==> config.mk <==
export PLATFORM = sky130hd
export DESIGN_NAME = ifu_fetch
export DESIGN_NICKNAME = d
export VERILOG_FILES = /design/src/rtl/ifu_fetch.sv
export SDC_FILE = /design/constraint.sdc
export NUM_CORES = 1
export LEC_CHECK = 0
export ABC_AREA = 1
export CAP_MARGIN = 25
export CORE_AREA = 2 2 158 160
export CTS_CLUSTER_DIAMETER = 150
export CTS_CLUSTER_SIZE = 20
export DETAILED_ROUTE_END_ITERATION = 10
export DIE_AREA = 0 0 160 162
export PLACE_DENSITY_LB_ADDON = 0.3
export SLEW_MARGIN = 20
export SYNTH_ARGS = -nofsm -noshare
export SYNTH_HDL_FRONTEND = slang
export SYNTH_SLANG_ARGS = --single-unit
==> constraint.sdc <==
create_clock -name i_clk -period 4.9 [get_ports i_clk]
set_input_delay 0.49 -clock i_clk [delete_from_list [all_inputs] [get_ports i_clk]]
set_output_delay 0.49 -clock i_clk [all_outputs]
set_load 0.01 [all_outputs]
==> src/rtl/ifu_fetch.sv <==
// ifu_fetch: fetch PC owner, single-outstanding imem requester, PC/inst FIFO.
// Ports: i_clk/i_rst, imem req/rsp handshake, redirect, decode-side FIFO head.
// Optional: define IFU_FETCH_PERF_EN for fetch/drop/stall counters.
module ifu_fetch #(
  parameter int unsigned WIDTH       = 32,
  parameter int unsigned INST_W      = 32,
  parameter logic [WIDTH-1:0] RESET_PC = 32'h80000000,
  parameter int unsigned PC_STEP     = 4,
  parameter int unsigned FETCH_DEPTH = 4
) (
  input  logic              i_clk,
  input  logic              i_rst,
  output logic              o_imem_req_valid,
  output logic [WIDTH-1:0]  o_imem_req_addr,
  input  logic              i_imem_req_ready,
  input  logic              i_imem_rsp_valid,
  input  logic [INST_W-1:0] i_imem_rsp_data,
  input  logic              i_redirect,
  input  logic [WIDTH-1:0]  i_redirect_pc,
  output logic              o_inst_valid,
  output logic [INST_W-1:0] o_inst,
  output logic [WIDTH-1:0]  o_inst_pc,
`ifdef IFU_FETCH_PERF_EN
  output logic [31:0]       o_perf_fetch_cnt,
  output logic [31:0]       o_perf_drop_cnt,
  output logic [31:0]       o_perf_stall_cnt,
`endif
  input  logic              i_inst_ready
);

  localparam int unsigned AW = $clog2(FETCH_DEPTH);
  localparam int unsigned CW = AW + 1;
  localparam logic [CW-1:0] FULL = CW'(FETCH_DEPTH);

  typedef enum logic [1:0] {
    S_REQ  = 2'd0,
    S_WAIT = 2'd1,
    S_DROP = 2'd2
  } state_t;

  state_t            state, state_n;
  logic [WIDTH-1:0]  pc, pc_n;
  logic [WIDTH-1:0]  inflight_pc;
  logic [CW-1:0]     count;
  logic [AW-1:0]     rd_ptr, wr_ptr;
  logic [INST_W-1:0] fifo_data [FETCH_DEPTH];
  logic [WIDTH-1:0]  fifo_pc   [FETCH_DEPTH];

  logic req_fire;
  logic push;
  logic pop;
  logic drop;

  assign o_imem_req_valid = (state == S_REQ) && (count < FULL)
                         && !i_redirect && !i_rst;
  assign o_imem_req_addr  = pc;
  assign req_fire = o_imem_req_valid && i_imem_req_ready;

  // A response landing together with a redirect belongs to the old path.
  assign push = (state == S_WAIT) && i_imem_rsp_valid && !i_redirect;
  assign drop = i_imem_rsp_valid
             && ((state == S_DROP) || ((state == S_WAIT) && i_redirect));

  assign o_inst_valid = (count != '0) && !i_rst;
  assign o_inst       = fifo_data[rd_ptr];
  assign o_inst_pc    = fifo_pc[rd_ptr];
  assign pop = o_inst_valid && i_inst_ready && !i_redirect;

  always_comb begin
    state_n = state;
    pc_n    = pc;
    unique case (state)
      S_REQ: begin
        if (req_fire) state_n = S_WAIT;
      end
      S_WAIT: begin
        if (i_imem_rsp_valid) state_n = S_REQ;
        else if (i_redirect)  state_n = S_DROP;
      end
      S_DROP: begin
        if (i_imem_rsp_valid) state_n = S_REQ;
      end
      default: state_n = S_REQ;
    endcase
    if (i_redirect)    pc_n = i_redirect_pc;
    else if (req_fire) pc_n = pc + WIDTH'(PC_STEP);
  end

  always_ff @(posedge i_clk) begin
    if (i_rst) begin
      state       <= S_REQ;
      pc          <= RESET_PC;
      inflight_pc <= RESET_PC;
    end else begin
      state <= state_n;
      pc    <= pc_n;
      if (req_fire) inflight_pc <= pc;
    end
  end

  always_ff @(posedge i_clk) begin
    if (i_rst || i_redirect) begin
      count  <= '0;
      rd_ptr <= '0;
      wr_ptr <= '0;
    end else begin
      if (push) wr_ptr <= wr_ptr + 1'b1;
      if (pop)  rd_ptr <= rd_ptr + 1'b1;
      unique case ({push, pop})
        2'b10:   count <= count + 1'b1;
        2'b01:   count <= count - 1'b1;
        default: count <= count;
      endcase
    end
  end

  always_ff @(posedge i_clk) begin
    if (push && !i_rst) begin
      fifo_data[wr_ptr] <= i_imem_rsp_data;
      fifo_pc[wr_ptr]   <= inflight_pc;
    end
  end

`ifdef IFU_FETCH_PERF_EN
  always_ff @(posedge i_clk) begin
    if (i_rst) begin
      o_perf_fetch_cnt <= '0;
      o_perf_drop_cnt  <= '0;
      o_perf_stall_cnt <= '0;
    end else begin
      if (push) o_perf_fetch_cnt <= o_perf_fetch_cnt + 1'b1;
      if (drop) o_perf_drop_cnt  <= o_perf_drop_cnt + 1'b1;
      if (o_imem_req_valid && !i_imem_req_ready)
        o_perf_stall_cnt <= o_perf_stall_cnt + 1'b1;
    end
  end
`else
  logic unused_drop;
  assign unused_drop = drop;
`endif

endmodule

**Word level (Yosys, flattened, before mapping)**

Memory sizes are Yosys's and may differ from the RTL's. A register that Yosys moved wholly into a read port is not among the register bits.
Cells that the tools add are included.

- Memories kept: 2
- Logic and storage cells: 53
- Input port bits: 70
- Output and inout bits: 98
- Register bits after elaboration: 73
- Memory bits (writable): 256

- Reductions and logical operators: 18
- Add/subtract/negate cells: 5
- Equal/unequal tests: 7
- Muxes and demuxes: 14
- Order comparisons: 1

Memory list:

| name | words | bits a word | read ports | clocked after Yosys merged registers in | wr ports | line | text |
|---|---|---|---|---|---|---|---|
| fifo_data | 4 | 32 | 1 | 1 | 1 | 46 | `logic [INST_W-1:0] fifo_data [FETCH_DEPTH];` |
| fifo_pc | 4 | 32 | 1 | 1 | 1 | 47 | `logic [WIDTH-1:0] fifo_pc [FETCH_DEPTH];` |

Operator list:

| operator | number |
|---|---|
| 32-bit two-way mux | 2 |
| 32-bit by 3-bit adder with 32-bit output, second input constant | 1 |
| 2-bit two-way mux | 8 |
| 1-bit logical AND | 10 |
| 2-bit case mux with 3 select lines | 1 |
| 3-bit case mux with 2 select lines | 1 |
| 2-bit by 1-bit adder with 2-bit output, second input constant | 2 |
| 2-bit by 1-bit equality test with 1-bit output, second input constant | 2 |
| 2-bit equality test, second input constant | 2 |
| 2-bit inequality test, second input constant | 2 |
| 2-bit nonzero test | 2 |
| 3-bit by 1-bit adder with 3-bit output, second input constant | 1 |
| 3-bit < comparator, second input constant | 1 |
| 3-bit inequality test, second input constant | 1 |
| 3-bit AND reduction | 1 |
| 3-bit nonzero test | 1 |
| 3-bit by 1-bit subtractor with 3-bit output, second input constant | 1 |
| 1-bit logical NOT | 2 |
| 2-bit logical NOT | 1 |
| 1-bit two-way mux | 2 |
| 1-bit logical OR | 1 |

**Longest topological paths before layout**

Gate-level depths: netlist (run 1).

- Word-level depth: 7
- Mapped depth: 13
- Depth with buffers taken out: 12

**Least setup slack after synthesis (run 1)**

Ideal clock, no wire load.

- Kind: in2reg
- Start point: input port i_rst
- End point: memory fifo_data[0][0], enable pin
- Setup time: 0.486 ns
- Stages: 5
- Arrival: 3.684 ns
- Setup slack: 0.730 ns
- Buffers on the path: 2
- Data required time: 4.414 ns
- Cell sequence: buf_4 -> nor2_4 -> buf_2 -> nand2_1 -> nor2_1

- Word-level cells in the longest chain between the ends: 4

Ends and longest elaborated chain:

| item | line | text |
|---|---|---|
| from (decl) | 12 | `input logic i_rst,` |
| 1-bit logical NOT | 118 | `if (push && !i_rst) begin` |
| 1-bit logical AND | 118 |  |
| 1-bit two-way mux | 118 |  |
| 1-bit two-way mux (implied by the code) | 119 | `fifo_data[wr_ptr] <= i_imem_rsp_data;` |
| to (decl) | 46 |  |

Every way passes these cells.

==> results.ini, run 1 <==
[floorplanning]
io_pins = 168
die_w_um = 160
start_util = 0.5474
dieArea_mm2 = 0.02592
rows = 57
dieHeight_um = 162
core-area_mm2 = 0.02411

[global_routing]
grt_max_degree = 83
grt_antenna_before_repair = 0
grt_pass1_wl_um = 45900
grt-ovfl-total = 0
grt_pass1_vias = 8850
grt_use_total = 0.2228

[detailed_routing]
drtIter0Drc = 803
detail-route-antenna-nets = 0
vias_per_cell = 5.572
routed_wirelength_um = 29420
drcViolationCount = 0
firstDrtPassIters = 5
dr_total_vias = 9300
wl_per_cell_um = 17.63

[sta]
relSlewSlack = 0.3252
drv_slew = 0
finalSetupTns_ps = 0
finalClockSkew_ps = 10.99
rsz0062_at_grt = no
tightest_slew_ps = 1012
timing.hold.ws_ps = 480.7
fin_crit_ps = 3517
hold_viol = 0
setup_viol = 0
post-route-period-util = 0.7178
fmax_mhz = 284.3

[clock_tree]
cts_resized = 0
clk_latency_ps = 510
root_buffer = clkbuf_16
cts_setup_buffers = 0
ctsHoldBuffers = 0
cts_tree = yes
cts_buffers = 20
clkSinkCount = 331
clk_pin_slew_ps = 80
clk_path_buf_depth = 3
htree_levels = 1

[synthesis]
netlist.area_leader.share = 0.5825
synthAdderAreaFrac = 0.007206
synth-compound-area-share = 0.1297
synth_cell_types = 32
synthMuxAreaShare = 0
synth_top_family_by_area = compound AO/OA/AOI/OAI gates
yosys.area.top_type = edfxtp_1
synth-xor-area-share = 0.007964
netlist_instances = 1192
ys_top_cells_by_area = edfxtp_1, dfxtp_1, o21ai_0, nor2_1, nand2_1
syn_nets = 1269
ys_warn_count = 0
ys_seq_area_frac = 0.6963
netlist_area_mm2 = 0.01320
ys_ff_latch = 331
postSynthAreaPerCell_um2 = 11.07
synth-simple-area-share = 0.1161

[finish]
diodes = 0
final_common_cell = edfxtp_1
final_cells = 1669
multi_input_area_mm2 = 0.003475
seqCellArea_mm2 = 0.009194
final_area_mm2 = 0.01574
nFillCells = 1904
area_growth_pct = 19.26
drive_above_1_share = 0.04089
mostFrequentLayoutCells = edfxtp_1, nor2_1, o21ai_0
final_nets = 1408

[placed_design]
placed_area_mm2 = 0.01512
gp_congestion = 0.8712
dp_cells = 1632
portBuffers = 167
dp_hpwl_um = 17880

[power]
ir_worst_vdd_uv = 169.1
power_density_mw_per_mm2 = 317.2
p_total_mw = 4.992
leakage_nw = 5.413

[worst_hold_path]
hold_path_class = register to register

[worst_setup_path]
critPathTopFamily = buffers and inverters
critPathRequiredTime_ps = 4410
arrival_ps = 3030
crit_path_cell_trace = buf_4, o21ai_0, o22ai_1, clkdlybuf4s50_1
end_kind = output port
cpMaxStageDelayCell = dfxtp_4
cp_slowest_stage_delay_ps = 890
reg2reg_slack_ps = 2490
crit_buf_inv = 2
path_max_fanout = 82
critical_path_class = register to output port
worstSetupStartpointType = register

[run]
max_cap_viol_count = 0

[run_status]
outcome = finished, final reports clean

## synth_stat cells
cell type	n
edfxtp_1	256
ha_1	6
buf_2	8
nand4_1	5
nand3_1	27
nor2_2	3
clkbuf_1	46
o21ai_0	193
fa_1	1
clkinv_1	1
nor2_1	210
a22oi_1	1
clkbuf_2	2
o211ai_1	1
nor2_4	3
buf_4	6
nand2_2	2
o21a_1	2
nor3_1	3
a211oi_1	2
dfxtp_1	75
buf_1	1
xor2_1	8
nand3_2	1
a21oi_1	55
inv_1	69
o22ai_1	64
a31oi_1	4
nand2_1	130
xnor2_1	4
buf_6	2
inv_4	1
## path summary, 6_finish.rpt
path | startpoint | endpoint | cells after the start
max | register | o_inst_pc[14] | 4
max reg2reg | state[1]$_SDFFE_PP0P_ | fifo_pc[3][13]$_DFFE_PP_ | 6
min reg2reg | rd_ptr[0]$_SDFFE_PP0P_ | register | 1
min | rd_ptr[0]$_SDFFE_PP0P_ | register | 1
## registers in the layout (all words and copies together) (netlist names), named ones only
register and cells:
fifo_data 128, inflight_pc 32, wr_ptr 2, rd_ptr 2, o_imem_req_addr 32, count 3, state 2, fifo_pc 128
## through the flow
stage                     worst slack [ps]    util
after CTS                             1370  0.6517
after floorplan                      730.0       -
final                                 1383  0.6529
after detailed placement              1691  0.6273
after global placement                1737  0.6273
after global routing                  1210  0.6529
## final cells by class
cell class | instances | share of cell area
sequential | 331 | 0.5842
inverter | 71 | 0.01717
timing repair buffer | 182 | 0.1146
multi-input combinational | 725 | 0.2208
tap | 324 | 0.02576
clock inverter | 1 | 0.0007155
clock buffer | 35 | 0.03673
## power by group
| part | internal (mW) | switching [mW] |
|---|---|---|
| registers | 3.05 | 0.0489 |
| clock network | 0.811 | 0.856 |
| logic | 0.116 | 0.114 |
## worst reg2reg max path: stages (launching register included)
cell	delay, ps
dfxtp_1	310
inv_1	100
nand2_1	60
nor2_1	180
nand2_1	270
nor2_4	660
buf_4	490
## kinds of logic after synthesis
logic type | count (synthesis)
flops | 331
simple gates | 384
fa+ha+maj | 7
compound gates | 322
xor+xnor | 12
buf+inv | 136
## layer usage
metal | vias up | share of wire | routed length (um) | global-route usage
li1 | 4458 | - | - | -
met1 | 4430 | 0.46 | 13550 | 0.3239
met2 | 363 | 0.45 | 13260 | 0.3544
met3 | 49 | 0.066 | 1956 | 0.02783
met4 | 0 | 0.022 | 656 | 0.07207
met5 | - | 0 | 0 | 0
Power figures use the tool's default switching activity.
==> inputs of run 2 (changes only) <==
--- a/config.mk
+++ b/config.mk
@@ -7,11 +7,11 @@
 export LEC_CHECK = 0
 export ABC_AREA = 1
 export CAP_MARGIN = 25
-export CORE_AREA = 2 2 158 160
+export CORE_AREA = 2 2 166 168
 export CTS_CLUSTER_DIAMETER = 150
 export CTS_CLUSTER_SIZE = 20
 export DETAILED_ROUTE_END_ITERATION = 10
-export DIE_AREA = 0 0 160 162
+export DIE_AREA = 0 0 168 170
 export PLACE_DENSITY_LB_ADDON = 0.3
 export SLEW_MARGIN = 20
 export SYNTH_ARGS = -nofsm -noshare
==> constraint.sdc (replaced) <==
create_clock -name i_clk -period 3 [get_ports i_clk]
set_input_delay 0.3 -clock i_clk [delete_from_list [all_inputs] [get_ports i_clk]]
set_output_delay 0.3 -clock i_clk [all_outputs]
set_load 0.01 [all_outputs]
==> run 2 against run 1 <==
Net effect:
- critical path depth unchanged
- sequential share of layout area fell by 0.42 points
- clock power is 63% higher
- utilization down 5.8 points
- setup slack lost 1200 ps
- die area increased by 10%
==> results.ini, run 2 (synthesis results as in run 1) <==
[run_status]
outcome = finished, final reports clean

[detailed_routing]
firstDrtPassIters = 5  ; unchanged
detail-route-antenna-nets = 0  ; unchanged
vias_per_cell = 5.401  ; -3.1%
routed_wirelength_um = 29580  ; +0.56%
wl_per_cell_um = 17.49  ; -0.75%
drcViolationCount = 0  ; unchanged
dr_total_vias = 9133  ; -1.8%
drtIter0Drc = 937  ; +17%

[worst_hold_path]
hold_path_class = primary input to register
min_path_cells = 3  ; +2

[finish]
final_nets = 1413  ; +0.36%
final_cells = 1691  ; +1.3%
area_growth_pct = 20.12
final_common_cell = edfxtp_1
final_area_mm2 = 0.01585  ; +0.72%
drive_above_1_share = 0.04370  ; +0.002812
diodes = 0  ; unchanged
mostFrequentLayoutCells = edfxtp_1, nor2_1, o21ai_0
top_regs = fifo_data: 128 flops, fifo_pc: 128 flops
nFillCells = 2103  ; +10%

[clock_tree]
cts_buffers = 20  ; unchanged
clk_latency_ps = 520  ; about the same
cts_resized = 0  ; unchanged
root_buffer = clkbuf_16
htree_levels = 1  ; unchanged
cts_tree = yes
clk_path_buf_depth = 3  ; unchanged
clkSinkCount = 331  ; unchanged
cts_setup_buffers = 0  ; unchanged
ctsHoldBuffers = 0  ; unchanged
clk_pin_slew_ps = 90  ; about the same

[placed_design]
placed_area_mm2 = 0.01526  ; +0.93%
portBuffers = 167  ; unchanged
gp_congestion = 0.8943  ; +2.7%
dp_hpwl_um = 18680  ; +4.5%
dp_cells = 1655  ; +1.4%

[worst_setup_path]
cp.depth = 4  ; unchanged
end_kind = output port
reg2reg_slack_ps = 960  ; -1530 ps
critPathTopFamily = buffers and inverters
critPathRequiredTime_ps = 2700  ; -1710 ps
cpMaxStageDelayCell = clkdlybuf4s50_1
crit_buf_inv = 2  ; unchanged
arrival_ps = 2550  ; -480 ps
path_max_fanout = 64  ; -22%
crit_path_cell_trace = buf_4, o21ai_0, o22ai_1, clkdlybuf4s50_1
critical_path_class = register to output port
r2r_start = state[0]$_SDFFE_PP0P_
regToRegEndpoint = o_imem_req_addr[12]$_SDFFE_PP0P_
cp_slowest_stage_delay_ps = 600  ; -290 ps
cp-endpoint = o_inst_pc[22]
worstSetupStartpointType = register
reg2reg_depth = 6  ; unchanged

[floorplanning]
io_pins = 168  ; unchanged
core-area_mm2 = 0.02665  ; +11%
die_w_um = 168  ; +5.0%
dieHeight_um = 170  ; +4.9%
start_util = 0.4952  ; -0.05228
dieArea_mm2 = 0.02856  ; +10%
rows = 60  ; +5.3%

[sta]
rsz0062_at_grt = no
finalClockSkew_ps = 33.58  ; +22.59 ps
fmax_mhz = 350.7
tightest_slew_ps = 678.1  ; -334.0 ps
drv_slew = 0  ; unchanged
relSlewSlack = 0.5479  ; +0.2227
setup_viol = 0  ; unchanged
post-route-period-util = 0.9504
fin_crit_ps = 2851
hold_viol = 0  ; unchanged

[power]
power_density_mw_per_mm2 = 514.1  ; +62%
leakage_nw = 5.452  ; +0.73%
ir_worst_vdd_uv = 336.0  ; +99%

[global_routing]
grt_pass1_wl_um = 46330  ; +0.93%
grt_max_degree = 65  ; -22%
grt_use_total = 0.2045  ; -0.01833
grt_antenna_before_repair = 0  ; unchanged
grt-ovfl-total = 0  ; unchanged
grt_pass1_vias = 8778  ; -0.81%

[run]
max_cap_viol_count = 0  ; unchanged

[run 2: area by class of cell]
type | instances | area [um^2] | area share
flip-flops and latches | 331 | 9194 | 0.5800
multi-input cells | 725 | 3475 | 0.2192
repair buffers | 187 | 1897 | 0.1197
clock buffers | 35 | 578.1 | 0.03647
well taps | 341 | 426.7 | 0.02692
inverters | 71 | 270.3 | 0.01705
clock inverters | 1 | 11.26 | 0.0007104
[run 2: routing by layer]
layer,GRT usage,part of all wire,vias up
li1,-,-,4463
met1,0.2911,0.45,4333
met2,0.3387,0.47,310
met3,0.02953,0.069,27
met4,0.04121,0.015,0
met5,0,0,-
[run 2: worst min-delay path by stage]
stage	from	endpoint
final	i_redirect_pc[7]	o_imem_req_addr[7]$_SDFFE_PP0P_
after detailed placement	rd_ptr[0]$_SDFFE_PP0P_	rd_ptr[0]$_SDFFE_PP0P_
after global routing	i_redirect_pc[13]	o_imem_req_addr[13]$_SDFFE_PP0P_
after CTS	i_redirect_pc[6]	o_imem_req_addr[6]$_SDFFE_PP0P_
after floorplan	i_imem_rsp_data[0]	fifo_data[0][0]$_DFFE_PP_
after global placement	rd_ptr[0]$_SDFFE_PP0P_	rd_ptr[0]$_SDFFE_PP0P_
[run 2: through the flow]
step	hold WS (ps)	setup TNS [ps]	worst slack, ps	power (mW)	utilization
6_report	353.0	0	148.8	8.149	0.5948
3_5_place_dp	464.0	0	308.1	5.534	0.5727
2_1_floorplan	398.9	-250890	-980.0	5.294	-
4_1_cts	340.4	0	113.4	8.194	0.5948
3_3_place_gp	471.2	0	442.5	5.528	0.5727
5_1_grt	368.9	0	39.47	8.421	0.5948
[run 2: worst min-delay path, stage by stage]
cell	delay, ps
clkdlybuf4s50_1	390
nand2_1	60
a31oi_1	70
[run 2: power breakdown]
part / total, mW / switching (mW) / leakage [nW] / internal, mW
Sequential: 5.05 / 0.0786 / 3.03 / 4.97
Combinational: 0.380 / 0.189 / 2.14 / 0.191
Clock: 2.72 / 1.39 / 0.281 / 1.32
Total: 8.15 / 1.66 / 5.45 / 6.49
==> inputs of run 3 (changes only) <==
--- a/config.mk
+++ b/config.mk
@@ -5,13 +5,12 @@
 export SDC_FILE = /design/constraint.sdc
 export NUM_CORES = 1
 export LEC_CHECK = 0
-export ABC_AREA = 1
 export CAP_MARGIN = 25
-export CORE_AREA = 2 2 166 168
+export CORE_AREA = 2 2 164 166
 export CTS_CLUSTER_DIAMETER = 150
 export CTS_CLUSTER_SIZE = 20
 export DETAILED_ROUTE_END_ITERATION = 10
-export DIE_AREA = 0 0 168 170
+export DIE_AREA = 0 0 166 168
 export PLACE_DENSITY_LB_ADDON = 0.3
 export SLEW_MARGIN = 20
 export SYNTH_ARGS = -nofsm -noshare
==> run 3 against run 2 <==
Net effect:
- die area fell by 2.4%
- synthesized cell count fell by 37%
- clock skew fell by 20 ps
- sequential share of layout area rose by 1.4 points
- global-route usage fell by 2.3 points
- cell count fell by 24%
- first-iteration DRC count fell by 42%
- flip-flop and latch count did not move
- wire length fell by 13%
- largest power group unchanged
==> results.ini, run 3 <==
[placed_design]
dp_slack_ps = 307.7  ; -0.3510 ps
gp_congestion = 0.8313  ; -7.0%
dp_hpwl_um = 16590  ; -11%
placed_area_mm2 = 0.01489  ; -2.5%
portBuffers = 167  ; unchanged

[sta]
rsz0062_at_grt = no
hold_viol = 0  ; unchanged
setup_viol = 0  ; unchanged
tightest_slew_ps = 814.5  ; +136.4 ps
drv_slew = 0  ; unchanged
fmax_mhz = 358.6  ; +2.3%
relSlewSlack = 0.4556  ; -0.09237
finalClockSkew_ps = 14.01  ; -19.58 ps
post-route-period-util = 0.9294  ; -0.02098
layout_setup_ws_ps = 211.7  ; +62.93 ps
fin_crit_ps = 2788  ; -62.93 ps
finalSetupTns_ps = 0  ; unchanged

[worst_setup_path]
cp_slowest_stage_delay_ps = 560  ; -40 ps
arrival_ps = 2490  ; -60 ps
critPathRequiredTime_ps = 2700  ; about the same
crit_buf_inv = 2  ; unchanged
path_max_fanout = 15  ; -77%
cp.depth = 3  ; -1
r2r_start = count[2]$_SDFFE_PP0P_
reg2reg_depth = 8  ; +2
end_kind = output port
critical_path_class = register to output port
crit_path_cell_trace = buf_4, mux4_2, clkdlybuf4s50_1
reg2reg_slack_ps = 730  ; -230 ps
cpMaxStageDelayCell = dfxtp_4
critPathTopFamily = buffers and inverters
worstSetupStartpointType = register
regToRegEndpoint = count[2]$_SDFFE_PP0P_

[detailed_routing]
vias_per_cell = 5.398  ; about the same
detail-route-antenna-nets = 0  ; unchanged
firstDrtPassIters = 5  ; unchanged
routed_wirelength_um = 25750  ; -13%
drtIter0Drc = 544  ; -42%
dr_total_vias = 6952  ; -24%
wl_per_cell_um = 19.99  ; +14%
drcViolationCount = 0  ; unchanged

[floorplanning]
dieArea_mm2 = 0.02789  ; -2.4%
die_w_um = 166  ; -1.2%
start_util = 0.4791  ; -0.01610
dieHeight_um = 168  ; -1.2%
io_pins = 168  ; unchanged
rows = 60  ; unchanged
core-area_mm2 = 0.02635  ; -1.1%

[power]
ir_worst_vdd_uv = 421.3  ; +25%
switching_share = 0.1996  ; -0.004042
power_frac_seq = 0.620  ; about the same
leakage_nw = 4.838  ; -11%
p_int_mw = 6.458  ; -0.48%
power_frac_comb = 0.044  ; -0.003
p_total_mw = 8.069  ; -0.98%
clkPwrFrac = 0.336  ; +0.003
p_switching_mw = 1.611  ; -2.9%
power_density_mw_per_mm2 = 521.3  ; +1.4%

[finish]
final_nets = 1009  ; -29%
final_common_cell = edfxtp_1
drive_above_1_share = 0.1416  ; +0.09795
area_growth_pct = 22.61
mostFrequentLayoutCells = edfxtp_1, clkdlybuf4s50_1, nand2_1
final_area_mm2 = 0.01548  ; -2.4%
top_regs = fifo_data: 128 flops, fifo_pc: 128 flops

[clock_tree]
ctsHoldBuffers = 0  ; unchanged
cts_setup_buffers = 0  ; unchanged
clk_latency_ps = 510  ; about the same
clk_path_buf_depth = 3  ; unchanged
cts_buffers = 20  ; unchanged
clkSinkCount = 331  ; unchanged
cts_tree = yes
root_buffer = clkbuf_16
clk_pin_slew_ps = 80  ; about the same
htree_levels = 1  ; unchanged
cts_resized = 0  ; unchanged

[global_routing]
grt_pass1_vias = 6927  ; -21%
grt_use_total = 0.1818  ; -0.02263
grt_antenna_before_repair = 1  ; +1
grt_max_degree = 67  ; +3.1%
grt-ovfl-total = 0  ; unchanged
grt_pass1_wl_um = 39880  ; -14%

[synthesis]
ys_seq_area_frac = 0.7279  ; +0.03161
ys_top_cells_by_area = edfxtp_1, dfxtp_1, mux4_2, nand2_1, a21oi_1
synth_edf_count = 256  ; unchanged
ys_warn_count = 0  ; unchanged
synth_cell_types = 49  ; +53%
syn_nets = 831  ; -35%
ys.flop_type = edfxtp_1
synth.top_cells.by_count = edfxtp_1, nand2_1, dfxtp_1, mux4_2, a21oi_1
yosys.area.top_type = edfxtp_1
netlist.area_leader.share = 0.6090  ; +0.02644
ys_ff_latch = 331  ; unchanged
yosysMostFrequentCell = edfxtp_1
postSynthAreaPerCell_um2 = 16.74  ; +51%
async_flop_share = 0  ; unchanged
netlist_instances = 754  ; -37%
netlist_area_mm2 = 0.01262  ; -4.3%

[worst_hold_path]
min_path_cells = 4  ; +1
hold_path_class = primary input to register
hold_start = i_rst
hold_end = wr_ptr[1]$_SDFFE_PP0P_

[run]
max_cap_viol_count = 0  ; unchanged

[run_status]
outcome = finished, final reports clean

[run 3: layer usage]
metal	vias up	GRT usage	routed length [um]
met1	3458	0.2526	11040
met5	-	0	0
li1	3257	-	-
met3	28	0.02797	1426
met4	0	0.03894	365
met2	209	0.3083	12920
[run 3: worst max-delay path by stage]
stage	start	to	slack, ps
4_1_cts	register	o_inst_pc[26]	140
2_1_floorplan	state[0]$_SDFFE_PP0P_	fifo_data[0][0]$_DFFE_PP_	130
3_3_place_gp	i_redirect	count[2]$_SDFFE_PP0P_	420
6_report	register	o_inst_pc[26]	210
3_5_place_dp	i_redirect	count[2]$_SDFFE_PP0P_	310
5_1_grt	register	o_inst_pc[29]	60
[run 3: final cells by class]
type,instances,area (um^2)
fillers,1980,10870
flip-flops and latches,331,9196
multi-input cells,377,3271
repair buffers,192,1954
clock buffers,35,578.1
well taps,341,426.7
inverters,10,37.54
clock inverters,1,11.26
diodes,1,2.502
[run 3: power groups by stage]
| stage | Sequential (mW) | Combinational (mW) | Clock, mW |
|---|---|---|---|
| finish | 5.00 | 0.354 | 2.71 |
| global placement | 5.11 | 0.353 | 0 |
| CTS | 5.00 | 0.357 | 2.80 |
| floorplan | 5.10 | 0.122 | 0 |
| global route | 5.01 | 0.382 | 2.95 |
| detailed placement | 5.11 | 0.355 | 0 |
[run 3: cell families after synthesis]
group	Yosys count	synth area share
AO/OA/AOI/OAI	78	0.03509
XOR/XNOR	25	0.01735
adder cells (fa/ha/maj)	7	0.007533
buffers and inverters	46	0.01437
flip-flops	331	0.7279
multiplexers	73	0.1217
AND/OR/NAND/NOR	194	0.07602
[run 3: worst register-to-register path: cells and delay by family, from the launching register on]
kind	cells	cell delay [ps]
xor+xnor	1	150
simple gates	3	790
buf+inv	1	60
flops	1	430
fa+ha+maj	2	620
compound gates	1	150
[run 3: per-stage QoR]
| step | instances | hold WS, ps | utilization |
|---|---|---|---|
| 2_1_floorplan | 754 | 376.8 | - |
| 3_3_place_gp | 1251 | 478.5 | 0.5649 |
| 3_5_place_dp | 1251 | 475.3 | 0.5649 |
| 4_1_cts | 1287 | 257.9 | 0.5873 |
| 5_1_grt | 1287 | 300.6 | 0.5873 |
| 6_report | 1288 | 288.1 | 0.5874 |
